==> config.mk <==
export PLATFORM = sky130hd
export DESIGN_NAME = cpu_stall_core
export DESIGN_NICKNAME = d
export VERILOG_FILES = /design/src/rtl/cpu_stall_core_pkg.sv /design/src/rtl/cpu_stall_core_reg_file.sv /design/src/rtl/cpu_stall_core.sv
export SDC_FILE = /design/constraint.sdc
export NUM_CORES = 1
export LEC_CHECK = 0
export CORE_MARGIN = 2
export CORE_UTILIZATION = 55
export DETAILED_ROUTE_END_ITERATION = 8
export DONT_BUFFER_PORTS = 1
export GPL_TIMING_DRIVEN = 0
export HOLD_SLACK_MARGIN = 0.05
export PLACE_DENSITY = 0.78
export SLEW_MARGIN = 20
export SYNTH_ARGS = -nofsm -noshare
export SYNTH_HDL_FRONTEND = slang
export SYNTH_SLANG_ARGS = --single-unit
==> constraint.sdc <==
create_clock -name CLK -period 11.69 [get_ports CLK]
set_clock_uncertainty 0.1 [all_clocks]
set_input_delay 2.338 -clock CLK [delete_from_list [all_inputs] [get_ports CLK]]
set_output_delay 2.338 -clock CLK [all_outputs]
set_load 0.01 [all_outputs]
==> src/rtl/cpu_stall_core_pkg.sv <==
// ---------------------------------------------------------------------------
// cpu_pkg: opcodes, FSM state type and PC step for cpu_stall_core.  Rev 1.0
// ---------------------------------------------------------------------------
`default_nettype none

package cpu_pkg;

  localparam logic [7:0] OP_LOADI = 8'd0;
  localparam logic [7:0] OP_MOV   = 8'd1;
  localparam logic [7:0] OP_ADD   = 8'd2;
  localparam logic [7:0] OP_SUB   = 8'd3;
  localparam logic [7:0] OP_AND   = 8'd4;
  localparam logic [7:0] OP_OR    = 8'd5;
  localparam logic [7:0] OP_J     = 8'd6;
  localparam logic [7:0] OP_BEQ   = 8'd7;
  localparam logic [7:0] OP_BNE   = 8'd8;
  localparam logic [7:0] OP_LWD   = 8'd9;
  localparam logic [7:0] OP_LWI   = 8'd10;
  localparam logic [7:0] OP_SWD   = 8'd11;
  localparam logic [7:0] OP_SWI   = 8'd12;

  localparam int unsigned PC_INC = 4;

  typedef enum logic [0:0] {
    ST_EXEC     = 1'b0,
    ST_MEM_WAIT = 1'b1
  } state_e;

endpackage

`default_nettype wire

==> src/rtl/cpu_stall_core_reg_file.sv <==
// ---------------------------------------------------------------------------
// reg_file_p: 2 async read ports, 1 sync write port, sync active-low clear. Rev 1.0
// ---------------------------------------------------------------------------
`default_nettype none

module reg_file_p #(
  parameter int DATA_W     = 8,
  parameter int REG_ADDR_W = 3
) (
  input  logic                  clk_i,
  input  logic                  rst_ni,
  input  logic                  we_i,
  input  logic [REG_ADDR_W-1:0] waddr_i,
  input  logic [DATA_W-1:0]     wdata_i,
  input  logic [REG_ADDR_W-1:0] raddr_a_i,
  output logic [DATA_W-1:0]     rdata_a_o,
  input  logic [REG_ADDR_W-1:0] raddr_b_i,
  output logic [DATA_W-1:0]     rdata_b_o
);

  localparam int NREG = 2 ** REG_ADDR_W;

  logic [DATA_W-1:0] regs_q [NREG];

  // Reads are not bypassed: a same-cycle write is seen only after the edge.
  assign rdata_a_o = regs_q[raddr_a_i];
  assign rdata_b_o = regs_q[raddr_b_i];

  always_ff @(posedge clk_i) begin
    if (!rst_ni) begin
      for (int i = 0; i < NREG; i++) begin
        regs_q[i] <= '0;
      end
    end else if (we_i) begin
      regs_q[waddr_i] <= wdata_i;
    end
  end

endmodule

`default_nettype wire

==> src/rtl/cpu_stall_core.sv <==
// ---------------------------------------------------------------------------
// cpu_stall_core: single-issue core with exec/mem-wait FSM and busywait-stalled data port. Rev 1.0
// ---------------------------------------------------------------------------
`default_nettype none

module cpu_stall_core
  import cpu_pkg::*;
#(
  parameter int DATA_W     = 8,
  parameter int REG_ADDR_W = 3,
  parameter int PC_W       = 32
) (
  input  logic              CLK,
  input  logic              RESET,
  input  logic [31:0]       INSTRUCTION,
  output logic [PC_W-1:0]   PC,
  output logic              MEM_READ,
  output logic              MEM_WRITE,
  output logic [DATA_W-1:0] MEM_ADDRESS,
  output logic [DATA_W-1:0] MEM_WRITEDATA,
  input  logic [DATA_W-1:0] MEM_READDATA,
  input  logic              MEM_BUSYWAIT,
  output logic              STALL,
  output logic              ILLEGAL
);

  state_e              state_q, state_d;
  logic [PC_W-1:0]     pc_q, pc_d;
  logic                mem_read_q, mem_read_d;
  logic                mem_write_q, mem_write_d;
  logic [DATA_W-1:0]   mem_addr_q, mem_addr_d;
  logic [DATA_W-1:0]   mem_wdata_q, mem_wdata_d;
  logic                illegal_q, illegal_d;

  logic [7:0]            op;
  logic [7:0]            off;
  logic [DATA_W-1:0]     imm_ext;
  logic [REG_ADDR_W-1:0] dst_idx, rt_idx, rs_idx;
  logic [DATA_W-1:0]     rt_val, rs_val, diff;
  logic                  zero;
  logic [PC_W-1:0]       pc_plus4, branch_tgt;
  logic                  rf_we;
  logic [DATA_W-1:0]     rf_wdata;
  logic                  unused_instr_bits;

  assign op      = INSTRUCTION[31:24];
  assign off     = INSTRUCTION[23:16];
  assign imm_ext = DATA_W'(INSTRUCTION[7:0]);
  assign dst_idx = INSTRUCTION[16 +: REG_ADDR_W];
  assign rt_idx  = INSTRUCTION[8 +: REG_ADDR_W];
  assign rs_idx  = INSTRUCTION[0 +: REG_ADDR_W];
  assign unused_instr_bits = ^INSTRUCTION;

  reg_file_p #(
    .DATA_W     (DATA_W),
    .REG_ADDR_W (REG_ADDR_W)
  ) u_rf (
    .clk_i     (CLK),
    .rst_ni    (RESET),
    .we_i      (rf_we),
    .waddr_i   (dst_idx),
    .wdata_i   (rf_wdata),
    .raddr_a_i (rt_idx),
    .rdata_a_o (rt_val),
    .raddr_b_i (rs_idx),
    .rdata_b_o (rs_val)
  );

  assign diff       = rt_val - rs_val;
  assign zero       = (diff == '0);
  assign pc_plus4   = pc_q + PC_W'(PC_INC);
  assign branch_tgt = pc_plus4 + ({{(PC_W-8){off[7]}}, off} << 2);

  always_comb begin
    state_d     = state_q;
    pc_d        = pc_q;
    mem_read_d  = mem_read_q;
    mem_write_d = mem_write_q;
    mem_addr_d  = mem_addr_q;
    mem_wdata_d = mem_wdata_q;
    illegal_d   = 1'b0;
    rf_we       = 1'b0;
    rf_wdata    = diff;

    case (state_q)
      ST_EXEC: begin
        pc_d = pc_plus4;
        case (op)
          OP_LOADI: begin rf_we = 1'b1; rf_wdata = imm_ext;         end
          OP_MOV:   begin rf_we = 1'b1; rf_wdata = rs_val;          end
          OP_ADD:   begin rf_we = 1'b1; rf_wdata = rt_val + rs_val; end
          OP_SUB:   begin rf_we = 1'b1; rf_wdata = diff;            end
          OP_AND:   begin rf_we = 1'b1; rf_wdata = rt_val & rs_val; end
          OP_OR:    begin rf_we = 1'b1; rf_wdata = rt_val | rs_val; end
          OP_J:     pc_d = branch_tgt;
          OP_BEQ:   if (zero)  pc_d = branch_tgt;
          OP_BNE:   if (!zero) pc_d = branch_tgt;
          OP_LWD, OP_LWI: begin
            mem_read_d = 1'b1;
            mem_addr_d = (op == OP_LWD) ? rs_val : imm_ext;
            pc_d       = pc_q;
            state_d    = ST_MEM_WAIT;
          end
          OP_SWD, OP_SWI: begin
            mem_write_d = 1'b1;
            mem_addr_d  = (op == OP_SWD) ? rs_val : imm_ext;
            mem_wdata_d = rt_val;
            pc_d        = pc_q;
            state_d     = ST_MEM_WAIT;
          end
          default:  illegal_d = 1'b1;
        endcase
      end
      ST_MEM_WAIT: begin
        // INSTRUCTION is still valid here because PC has not moved.
        if (!MEM_BUSYWAIT) begin
          rf_we       = mem_read_q;
          rf_wdata    = MEM_READDATA;
          mem_read_d  = 1'b0;
          mem_write_d = 1'b0;
          pc_d        = pc_plus4;
          state_d     = ST_EXEC;
        end
      end
      default: state_d = ST_EXEC;
    endcase
  end

  always_ff @(posedge CLK) begin
    if (!RESET) begin
      state_q     <= ST_EXEC;
      pc_q        <= '0;
      mem_read_q  <= 1'b0;
      mem_write_q <= 1'b0;
      mem_addr_q  <= '0;
      mem_wdata_q <= '0;
      illegal_q   <= 1'b0;
    end else begin
      state_q     <= state_d;
      pc_q        <= pc_d;
      mem_read_q  <= mem_read_d;
      mem_write_q <= mem_write_d;
      mem_addr_q  <= mem_addr_d;
      mem_wdata_q <= mem_wdata_d;
      illegal_q   <= illegal_d;
    end
  end

  assign PC            = pc_q;
  assign MEM_READ      = mem_read_q;
  assign MEM_WRITE     = mem_write_q;
  assign MEM_ADDRESS   = mem_addr_q;
  assign MEM_WRITEDATA = mem_wdata_q;
  assign STALL         = (state_q == ST_MEM_WAIT);
  assign ILLEGAL       = illegal_q;

endmodule

`default_nettype wire

==> metrics.md <==
| Metric | Value |
|---|---|
| Cts bufs inserted | 17 |
| Worst skew pair latency | 0.44 ns |
| Antenna Nets Post-Route | 0 |
| Hold Path Stages | 2 |
| Most used DFF post-synth | edfxtp_1 |
| CP endpoint kind | register |
| Post-Syn Area per Cell | roughly 9.3 sq um |
| Mapped Area | slightly above 9000 sq um |
| Post-synth EDFFs | 64 |
| Vert. Die Dim | between 100 and 150 um |
| TritonRoute pass-1 iters | 5 |
| TNS Setup | 0 ns |
| Dpl hpwl | around 20000 um |
| Die area | between 15000 and 20000 sq um |
| CTS root buf | clkbuf_16 |
| Clock transition at the registers of the reported paths | around 0.070 ns |
| Fin. Hold Viols | 0 |
| Syn Inst Count | 990 |
| CTS Sinks | 114 |
| R2R Path Start | PC[2] |
| Outcome | completed |
| Final WL | around 27000 um |
| Initial DRC count | between 1000 and 1500 |
| Placeable Area | 16470 sq um |
| Hold Crit Class | register to register |
| Critical path class | primary input to register |
| Hold_buf cts | 0 |
| Input/output buffers | 0 |
| Total of max-cap violations | 0 |
| Core Util, Final | 61.25% |
| # rows | 47 |
| Fin cells | ~1200 |
| RSZ-0062 raised after global routing | no |
| Worst Hold End | MEM_ADDRESS[6] |
| Worst Path Required | about 12 ns |
| Leakage Power | about 4.1 nW |
| Worst Reg-to-Reg Cells | 14 |
| Yosys cell types | 83 |
| DR DRC count | 0 |
| H-tree depth | 4 |
| Pwr dens | approximately 120 nW/um^2 |
| Worst slew margin | 34.76% |
| Initial antenna violation count | 1 |
| First-pass GRT wire length | 42080 um |
| Final worst-path cycle share | between 60% and 70% |
| Largest net degree at the start of global routing | 30 |
| Design area | 10080 sq um |
| RR Endpoint | PC[31] |
| FF-to-FF setup slack | approximately 6.7 ns |
| Global route overflow | 0 |
| Peak supply drop | around 0.11 mV |
| Post-place instance area | between 9000 and 10000 sq um |
| Tot Pwr | 0.001222 W |
| Async set or reset register ratio after synthesis | 0% |
| CTS tree | built |
| Vias/cell | 6.593 |
| RePlAce Congestion | about 0.99 |
| Avg WL per Cell | 21.62 um |
| Placed Cells | around 1200 |
| CTS max path bufs | 2 |
| Final net count | around 1100 |
| WP data arrival | 7.43 ns |
| Max Slew Vio Count | 0 |
| Fmax | 138.0 MHz |
| Post-synthesis sequential area ratio | 31.72% |
| I/O Pins | 95 |
| Share of post-route cells with drive strength above 1 | approximately 11% |
| Min Tclk post-route | 7.246 ns |
| Hold Startpoint | MEM_ADDRESS[6] |
| Synth-to-layout area growth | 9.452% |
| CP max FO | 10 |
| FF+latch count, synth | 114 |
| Worst-Margin Slew | a little under 1 ns |
| Starting Density | roughly 56% |
| Post-CTS Setup Bufs | 0 |
| Vias in the first global route | 7573 |
| Synth warn | 0 |
| Post_cts resized | 0 |
| Chip width | between 100 and 150 um |
| Setup violators final | 0 |
| Total GRT Usage | 30.48% |
| Vias | approximately 8200 |
| Crit path launch type | primary input |
[placed cells by master (no fill, tap or decap), types with 36 or more instances in the layout]
cell,netlist,layout
o21ai_0,36,36
a21oi_1,63,63
clkbuf_1,35,36
inv_1,36,36
nor2_1,102,102
xnor2_1,41,41
nand2_1,82,82
dfxtp_1,50,50
ha_1,58,58
edfxtp_1,64,64
[cell families after synthesis]
| group | share of synthesized area, % |
|---|---|
| compound gates | 18.26 |
| fa+ha+maj | 8.528 |
| flops | 31.72 |
| mux | 11.87 |
| xor+xnor | 5.703 |
| other cells | 0.04070 |
| buf+inv | 4.468 |
| simple gates | 19.41 |
[critical path: stages]
cell	delay [ns]
clkbuf_1	0.43
buf_1	0.72
mux4_2	0.64
mux2i_1	0.40
ha_1	0.33
clkbuf_1	0.19
or2_0	0.26
a2111oi_2	0.33
a211oi_2	0.12
nor4_2	0.34
a31oi_1	0.18
a21oi_1	0.54
buf_4	0.32
nand3_1	0.09
o21ai_0	0.09
a21oi_1	0.10
[cell type report]
| class | count | area [sq um] |
|---|---|---|
| clock buffer | 18 | 429.2 |
| fill | 1363 | 6381 |
| inverter | 36 | 135.1 |
| buffer | 58 | 276.5 |
| multi-input combinational | 783 | 5888 |
| timing repair buffer | 2 | 10.01 |
| sequential | 114 | 2923 |
| antenna | 1 | 2.502 |
| tap | 220 | 275.3 |
| clock inverter | 14 | 145.1 |
[stage by stage]
step	hold WS [ns]	setup slack (ns)
floorplan	0.4202	5.115
global placement	0.4477	4.259
detailed placement	0.4577	4.032
CTS	0.4665	4.433
global route	0.4828	4.069
finish	0.4643	4.444
[sequential cells by signal (all words and copies together), names as in the netlist]
signal         cells
PC                30
MEM_WRITE          1
MEM_ADDRESS        8
ILLEGAL            1
MEM_READ           1
MEM_WRITEDATA      8
STALL              1
u_rf.regs_q       64
[synth_stat cells, drive strengths merged, types with 3 or more instances]
cell / instances / area share, %
mux2i: 29 / 3.2
or4: 3 / 0.24
o211a: 9 / 0.98
nor4: 8 / 0.75
edfxtp: 64 / 21
or2: 3 / 0.23
nor2b: 21 / 1.4
nor3: 12 / 0.65
dfxtp: 50 / 11
xnor2: 41 / 3.9
mux2: 7 / 0.86
ha: 58 / 7.9
and4: 7 / 0.67
xor2: 19 / 1.8
nand3: 32 / 1.7
o21bai: 7 / 0.57
a21oi: 63 / 3.4
o21ai: 37 / 2.1
o221ai: 4 / 0.38
a21boi: 11 / 0.90
and3: 13 / 0.88
a221o: 5 / 0.54
a221oi: 7 / 0.80
nand3b: 4 / 0.33
and2: 10 / 0.73
mux4: 32 / 7.8
clkbuf: 36 / 1.5
a21o: 30 / 2.4
o21a: 8 / 0.65
a22oi: 7 / 0.57
buf: 22 / 1.5
nor2: 103 / 4.3
fa: 3 / 0.65
nand2: 82 / 3.3
a211oi: 11 / 0.95
nand4: 13 / 0.95
inv: 36 / 1.5
nor3b: 14 / 1.1
o211ai: 13 / 1.1
a31oi: 8 / 0.61
or3: 7 / 0.53
nand2b: 11 / 0.75
[metal layers]
metal | track usage, % | part of all wire (%) | up-vias
met4 | 10.70 | 2.5 | 0
met1 | 41.65 | 41 | 3959
met5 | 0 | 0 | -
met3 | 6.773 | 10 | 57
met2 | 48.00 | 46 | 476
li1 | - | - | 3723
[power by group]
part | total (W) | internal [W] | leakage (nW) | switching (W)
Sequential | 0.000445 | 0.000433 | 1.07 | 0.0000115
Combinational | 0.000255 | 0.0000955 | 2.81 | 0.000159
Clock | 0.000522 | 0.000299 | 0.273 | 0.000223
[worst max-delay path by stage]
| stage | end | slack, ns | depth (start not counted) | start |
|---|---|---|---|---|
| after CTS | PC[20] | 4.43 | 16 | INSTRUCTION[8] |
| after floorplan | PC[31] | 5.12 | 16 | INSTRUCTION[8] |
| after detailed placement | PC[20] | 4.03 | 16 | INSTRUCTION[8] |
| after global placement | PC[27] | 4.26 | 16 | INSTRUCTION[8] |
| after global routing | PC[20] | 4.07 | 16 | INSTRUCTION[8] |
| final | PC[20] | 4.44 | 16 | INSTRUCTION[8] |
Note: power is estimated with default switching activity, not from simulation.
